## src/rtl/digit_entry_buffer_if.sv

```systemverilog
// Command and operand bus of the calculator digit-entry buffer.
// The keypad/ALU controller is the master and the buffer is the slave.
interface digit_entry_buffer_if #(
  parameter int NUM_DIGITS = 10,
  parameter int DIGIT_W    = 4
);
  localparam int CNT_W  = $clog2(NUM_DIGITS + 1);
  localparam int DATA_W = NUM_DIGITS * DIGIT_W;

  logic               digit_vld;
  logic [DIGIT_W-1:0] digit_in;
  logic               bksp;
  logic               clr;
  logic               neg;
  logic               load;
  logic [DATA_W-1:0]  load_data;
  logic               load_sign;
  logic [DATA_W-1:0]  digits;
  logic [CNT_W-1:0]   count;
  logic               sign;
  logic               empty;
  logic               full;
  logic               is_result;
  logic               reject;

  modport master (
    output digit_vld, digit_in, bksp, clr, neg, load, load_data, load_sign,
    input  digits, count, sign, empty, full, is_result, reject
  );

  modport slave (
    input  digit_vld, digit_in, bksp, clr, neg, load, load_data, load_sign,
    output digits, count, sign, empty, full, is_result, reject
  );
endinterface

```

## src/rtl/digit_entry_buffer.sv

```systemverilog
// Operand-entry buffer: keypad digits shift in at slot 0, with backspace, clear,
// sign toggle and result preload. A result is replaced by the next digit typed.
module digit_entry_buffer #(
  parameter int NUM_DIGITS = 10,
  parameter int DIGIT_W    = 4,
  parameter int RADIX      = 16
) (
  input logic                 clock,
  input logic                 reset,
  digit_entry_buffer_if.slave bus
);
  localparam int CNT_W  = $clog2(NUM_DIGITS + 1);
  localparam int DATA_W = NUM_DIGITS * DIGIT_W;
  localparam logic [CNT_W-1:0] FULL_CNT = CNT_W'(NUM_DIGITS);

  typedef enum logic [1:0] {
    ST_EMPTY  = 2'd0,
    ST_ENTRY  = 2'd1,
    ST_RESULT = 2'd2
  } state_t;

  state_t             state_r;
  logic [DATA_W-1:0]  digits_r;
  logic [CNT_W-1:0]   count_r;
  logic               sign_r;
  logic               reject_r;

  logic               digit_ok_s;
  logic               digit_zero_s;
  logic               full_s;
  logic [DATA_W-1:0]  shift_up_s;
  logic [DATA_W-1:0]  shift_down_s;
  logic [DATA_W-1:0]  fresh_digit_s;
  logic [CNT_W-1:0]   load_cnt_s;

  // Number of significant digits in a preloaded result: highest nonzero slot + 1.
  function automatic logic [CNT_W-1:0] msd_count(input logic [DATA_W-1:0] d);
    logic [CNT_W-1:0] c;
    c = '0;
    for (int i = 0; i < NUM_DIGITS; i++) begin
      if (d[i*DIGIT_W +: DIGIT_W] != '0) begin
        c = CNT_W'(i + 1);
      end else begin
        c = c;
      end
    end
    return c;
  endfunction

  // Candidate operand values and decode of the incoming digit.
  always_comb begin
    digit_ok_s    = (int'(bus.digit_in) < RADIX);
    digit_zero_s  = (bus.digit_in == '0);
    full_s        = (count_r == FULL_CNT);
    shift_up_s    = {digits_r[DATA_W-DIGIT_W-1:0], bus.digit_in};
    shift_down_s  = {{DIGIT_W{1'b0}}, digits_r[DATA_W-1:DIGIT_W]};
    fresh_digit_s = {{(DATA_W-DIGIT_W){1'b0}}, bus.digit_in};
    load_cnt_s    = msd_count(bus.load_data);
  end

  // Entry state machine; priority clr > load > bksp > digit_vld > neg.
  always_ff @(posedge clock or negedge reset) begin
    if (!reset) begin
      state_r  <= ST_EMPTY;
      digits_r <= '0;
      count_r  <= '0;
      sign_r   <= 1'b0;
      reject_r <= 1'b0;
    end else begin
      reject_r <= 1'b0;
      if (bus.clr) begin
        state_r  <= ST_EMPTY;
        digits_r <= '0;
        count_r  <= '0;
        sign_r   <= 1'b0;
      end else if (bus.load) begin
        state_r  <= ST_RESULT;
        digits_r <= bus.load_data;
        count_r  <= load_cnt_s;
        sign_r   <= bus.load_sign;
      end else if (bus.bksp) begin
        case (state_r)
          ST_EMPTY: begin
            reject_r <= 1'b1;
          end
          ST_ENTRY: begin
            digits_r <= shift_down_s;
            count_r  <= count_r - CNT_W'(1);
            if (count_r == CNT_W'(1)) begin
              state_r <= ST_EMPTY;
              sign_r  <= 1'b0;
            end else begin
              state_r <= ST_ENTRY;
            end
          end
          ST_RESULT: begin
            state_r  <= ST_EMPTY;
            digits_r <= '0;
            count_r  <= '0;
            sign_r   <= 1'b0;
          end
          default: begin
            state_r  <= ST_EMPTY;
            digits_r <= '0;
            count_r  <= '0;
            sign_r   <= 1'b0;
          end
        endcase
      end else if (bus.digit_vld) begin
        if (!digit_ok_s) begin
          reject_r <= 1'b1;
        end else begin
          case (state_r)
            ST_RESULT: begin
              // Result is discarded; the digit then enters an empty buffer.
              sign_r <= 1'b0;
              if (digit_zero_s) begin
                state_r  <= ST_EMPTY;
                digits_r <= '0;
                count_r  <= '0;
              end else begin
                state_r  <= ST_ENTRY;
                digits_r <= fresh_digit_s;
                count_r  <= CNT_W'(1);
              end
            end
            ST_EMPTY: begin
              if (digit_zero_s) begin
                state_r <= ST_EMPTY;
              end else begin
                state_r  <= ST_ENTRY;
                digits_r <= fresh_digit_s;
                count_r  <= CNT_W'(1);
              end
            end
            ST_ENTRY: begin
              if (full_s) begin
                reject_r <= 1'b1;
              end else begin
                digits_r <= shift_up_s;
                count_r  <= count_r + CNT_W'(1);
              end
            end
            default: begin
              state_r  <= ST_EMPTY;
              digits_r <= '0;
              count_r  <= '0;
              sign_r   <= 1'b0;
            end
          endcase
        end
      end else if (bus.neg) begin
        if (state_r != ST_EMPTY) begin
          sign_r <= ~sign_r;
        end else begin
          sign_r <= 1'b0;
        end
      end else begin
        state_r <= state_r;
      end
    end
  end

  assign bus.digits    = digits_r;
  assign bus.count     = count_r;
  assign bus.sign      = sign_r;
  assign bus.reject    = reject_r;
  assign bus.empty     = (count_r == '0);
  assign bus.full      = (count_r == FULL_CNT);
  assign bus.is_result = (state_r == ST_RESULT);
endmodule

```

## src/flat_wrapper.sv

```systemverilog
// flat-port wrapper written by rule: the top's interface ports become plain ports
module digit_entry_buffer_flat 
#(
  parameter int NUM_DIGITS = 10,
  parameter int DIGIT_W    = 4,
  parameter int RADIX      = 16
)
  (clock, reset, bus_digit_vld, bus_digit_in, bus_bksp, bus_clr, bus_neg, bus_load, bus_load_data, bus_load_sign, bus_digits, bus_count, bus_sign, bus_empty, bus_full, bus_is_result, bus_reject);
  digit_entry_buffer_if #(.NUM_DIGITS(NUM_DIGITS), .DIGIT_W(DIGIT_W)) bus_i ();
  input logic clock;
  input logic reset;
  input wire logic [$bits(bus_i.digit_vld)-1:0] bus_digit_vld;
  input wire logic [$bits(bus_i.digit_in)-1:0] bus_digit_in;
  input wire logic [$bits(bus_i.bksp)-1:0] bus_bksp;
  input wire logic [$bits(bus_i.clr)-1:0] bus_clr;
  input wire logic [$bits(bus_i.neg)-1:0] bus_neg;
  input wire logic [$bits(bus_i.load)-1:0] bus_load;
  input wire logic [$bits(bus_i.load_data)-1:0] bus_load_data;
  input wire logic [$bits(bus_i.load_sign)-1:0] bus_load_sign;
  output wire logic [$bits(bus_i.digits)-1:0] bus_digits;
  output wire logic [$bits(bus_i.count)-1:0] bus_count;
  output wire logic [$bits(bus_i.sign)-1:0] bus_sign;
  output wire logic [$bits(bus_i.empty)-1:0] bus_empty;
  output wire logic [$bits(bus_i.full)-1:0] bus_full;
  output wire logic [$bits(bus_i.is_result)-1:0] bus_is_result;
  output wire logic [$bits(bus_i.reject)-1:0] bus_reject;
  assign bus_i.digit_vld = bus_digit_vld;
  assign bus_i.digit_in = bus_digit_in;
  assign bus_i.bksp = bus_bksp;
  assign bus_i.clr = bus_clr;
  assign bus_i.neg = bus_neg;
  assign bus_i.load = bus_load;
  assign bus_i.load_data = bus_load_data;
  assign bus_i.load_sign = bus_load_sign;
  assign bus_digits = bus_i.digits;
  assign bus_count = bus_i.count;
  assign bus_sign = bus_i.sign;
  assign bus_empty = bus_i.empty;
  assign bus_full = bus_i.full;
  assign bus_is_result = bus_i.is_result;
  assign bus_reject = bus_i.reject;
  digit_entry_buffer #(.NUM_DIGITS(NUM_DIGITS), .DIGIT_W(DIGIT_W), .RADIX(RADIX)) u_core (.clock(clock), .reset(reset), .bus(bus_i));
endmodule
```

## config.mk

```make
export PLATFORM = sky130hd
export DESIGN_NAME = digit_entry_buffer_flat
export DESIGN_NICKNAME = d
export VERILOG_FILES = /design/src/rtl/digit_entry_buffer_if.sv /design/src/rtl/digit_entry_buffer.sv /design/src/flat_wrapper.sv
export SDC_FILE = /design/constraint.sdc
export NUM_CORES = 1
export LEC_CHECK = 0
export CAP_MARGIN = 15
export CORE_ASPECT_RATIO = 1.5
export CORE_MARGIN = 5
export CORE_UTILIZATION = 35
export CTS_BUF_LIST = sky130_fd_sc_hd__clkbuf_16
export CTS_CLUSTER_SIZE = 10
export DETAILED_ROUTE_END_ITERATION = 6
export SLEW_MARGIN = 20
export SYNTH_ARGS = -nofsm -noshare
export SYNTH_HDL_FRONTEND = slang
export SYNTH_SLANG_ARGS = --single-unit
```

## constraint.sdc

```tcl
create_clock -name clock -period 1.93 [get_ports clock]
set_input_delay 0.2895 -clock clock [delete_from_list [all_inputs] [get_ports clock]]
set_output_delay 0.2895 -clock clock [all_outputs]
set_load 0.03 [all_outputs]
```

==> results.json <==
{
  "crit_slowest_cell": "clkdlybuf4s50_1",
  "num_vias": 3279,
  "fmax_mhz": 542,
  "drt_iter0_markers": 177,
  "grt_pass1_wl_um": 16300,
  "root_buffer": "clkbuf_16",
  "report.final.setup_viol": 0,
  "drive_gt1_frac": 0.152,
  "place_inst": 593,
  "grt_pass1_vias": 3137,
  "antenna_found_initial": 0,
  "setup_tns_ns": 0,
  "synth.avg_cell_area_um2": 8.44,
  "start_util": 0.361,
  "die_width_um": 86.3,
  "setup_slack_ns": 0.0840,
  "utilization": 0.553,
  "fin_total_pwr_uw": 2990,
  "grt-ovfl-total": 0,
  "syn-num-nets": 419,
  "fin_cells": 607,
  "crit_path_max_fanout": 21,
  "netlist_area_mm2": 0.00305,
  "diodes": 0,
  "crit_top_cell": "buf_4",
  "worst-setup-path-type": "input port to register",
  "io_pins": 101,
  "cp.arrival_ns": 2.06,
  "synth_warnings": 0,
  "hold_class": "input port to asynchronous set/reset pin",
  "drt_pass1_iterations": 4,
  "track_usage": 0.188,
  "clock_skew_ns": 0.00584,
  "clock_sinks": 48,
  "fin_crit_sh": 0.956,
  "rows": 41,
  "path_clk_slew_ns": 0.07,
  "cts_buffers": 5,
  "crit_path_max_incr_delay_ns": 0.49,
  "rsz0062_at_grt": "no",
  "async_reset_ff_frac": 1.00,
  "wl_um": 10600,
  "place.gp.congestion": 0.867,
  "cp-start-kind": "input port",
  "status": "completed",
  "synth_ff_type": "dfrtp_1",
  "dpl_worst_slack_ns": -0.186,
  "clockBufferDepth": 2,
  "synth.top_cell.area_share": 0.393,
  "synth_edf_count": 0,
  "leakagePower_uw": 0.00207,
  "grt_max_degree": 43,
  "die_h_um": 124,
  "yosysMostFrequentCell": "nor2_1",
  "h-tree-depth": 2,
  "synth.distinct_cells": 42,
  "cp.required_ns": 2.15,
  "min_period_ns": 1.85,
  "synth_area_leaders": "dfrtp_1, a21oi_1, mux2i_1",
  "clk_latency_ns": 0.29,
  "die_area_mm2": 0.0107,
  "ys_ff_latch": 48,
  "tightest_slew_ns": 0.489,
  "antenna_left": 0,
  "synthTopCellsByCount": "nor2_1, a21oi_1, dfrtp_1, mux2i_1, clkbuf_1",
  "area_growth_pct": 53.3,
  "cts_tree": "done",
  "seq_area_frac_synth": 0.393,
  "slew_headroom": 0.674,
  "hold_viol": 0,
  "drc": 0,
  "drv_slew": 0,
  "io_buffers": 100,
  "pwr_density_cell_mw_per_mm2": 639,
  "crit_chain": "clkdlybuf4s50_1 > nor4_2 > buf_4 > o221ai_2 > a21boi_4 > buf_4 > clkbuf_16 > nor2_1 > a21oi_1",
  "max-vdd-ir-drop_mv": 0.386,
  "coreArea_mm2": 0.00846,
  "synth_top_cell_by_area": "dfrtp_1",
  "synthCells": 362,
  "drv_cap": 0,
  "dpl.hpwl_um": 7780,
  "vias_per_cell": 5.40,
  "nets": 557,
  "cp-end-kind": "register",
  "routedWlPerCell_um": 17.4
}
==> per-layer routing <==
metal  routed length [um]  global-route usage  share of wire
met5                    0                   0              0
met4                  258              0.0752          0.024
met2                 5550               0.335           0.53
met1                 4310               0.225           0.41
met3                  445              0.0218          0.042
==> layout make-up <==
| cell class | count | area [um2] |
|---|---|---|
| Fill cell | 807 | 3780 |
| Clock buffer | 5 | 125 |
| Clock inverter | 2 | 12.5 |
| Multi-Input combinational cell | 282 | 1690 |
| Timing Repair Buffer | 158 | 1500 |
| Tap cell | 107 | 134 |
| Inverter | 5 | 18.8 |
| Sequential cell | 48 | 1200 |
==> registers in the layout, indices dropped and copies added, names as in the netlist <==
signal             count
u_core.bus.digits     40
u_core.bus.count       4
u_core.state_r         2
u_core.bus.reject      1
u_core.bus.sign        1
==> critical path: cells and delay by family <==
family	cells	cell delay, ns
AND/OR/NAND/NOR	2	0.11
buffers and inverters	4	1.00
AO/OA/AOI/OAI	3	0.66
==> cell usage in the layout (no fill, tap or decap), drive strengths merged, types with 2 or more instances in the layout <==
| cell | instances |
|---|---|
| dlygate4sd2 | 2 |
| clkbuf | 7 |
| nor4 | 9 |
| mux2 | 2 |
| ha | 5 |
| a22oi | 9 |
| a21boi | 2 |
| clkdlybuf4s50 | 95 |
| nand2b | 3 |
| a21oi | 75 |
| buf | 58 |
| mux2i | 33 |
| or4 | 3 |
| o21ai | 9 |
| inv | 5 |
| dfrtp | 48 |
| nor2b | 7 |
| a31oi | 12 |
| xnor2 | 3 |
| nor2 | 85 |
| nand2 | 8 |
==> through the flow <==
stage,hold slack (ns),area (um2)
floorplan,-0.00609,3060
global placement,0.272,4440
detailed placement,0.272,4440
CTS,0.512,4590
global route,0.537,4680
finish,0.501,4680
==> power by group <==
part | switching (uW) | total [uW] | internal [uW]
clock | 377 | 848 | 471
combinational | 492 | 944 | 452
sequential | 112 | 1200 | 1090
==> cell families after synthesis <==
family,Yosys count,synth area share
AO/OA/AOI/OAI,116,0.215
XOR/XNOR,3,0.00860
adder cells (fa/ha/maj),5,0.0205
buffers and inverters,32,0.0606
flip-flops,48,0.393
multiplexers,35,0.117
AND/OR/NAND/NOR,123,0.185
==> final timing paths <==
kind / start / to / slack, ns / depth (start not counted)
setup / recovery: bus_digit_in[0] / u_core.bus.digits[19]$_DFFE_PN0P_ / 0.08 / 9
hold / removal: reset / u_core.bus.digits[4]$_DFFE_PN0P_ / 0.50 / 2
setup reg to reg: u_core.state_r[1]$_DFFE_PN0P_ / u_core.bus.digits[19]$_DFFE_PN0P_ / 0.12 / 7
hold reg to reg: u_core.bus.sign$_DFFE_PN0P_ / u_core.bus.sign$_DFFE_PN0P_ / 0.55 / 1
max in group asynchronous: reset / u_core.bus.digits[34]$_DFFE_PN0P_ / 0.88 / 3
min in group clock: bus_bksp / u_core.bus.count[2]$_DFFE_PN0P_ / 0.50 / 4
==> timing repair <==
item                                    in CTS  in global routing
pin swaps                                    0                  1
endpoints found under the setup margin       2                 14
buffers inserted                             0                  4
cloned                                       0                  2
hold buffers                                 1                  0
gates resized for setup                      2                  3
hold endpoints to repair                    17                  0
No activity file was read; power rests on OpenSTA's default activity.
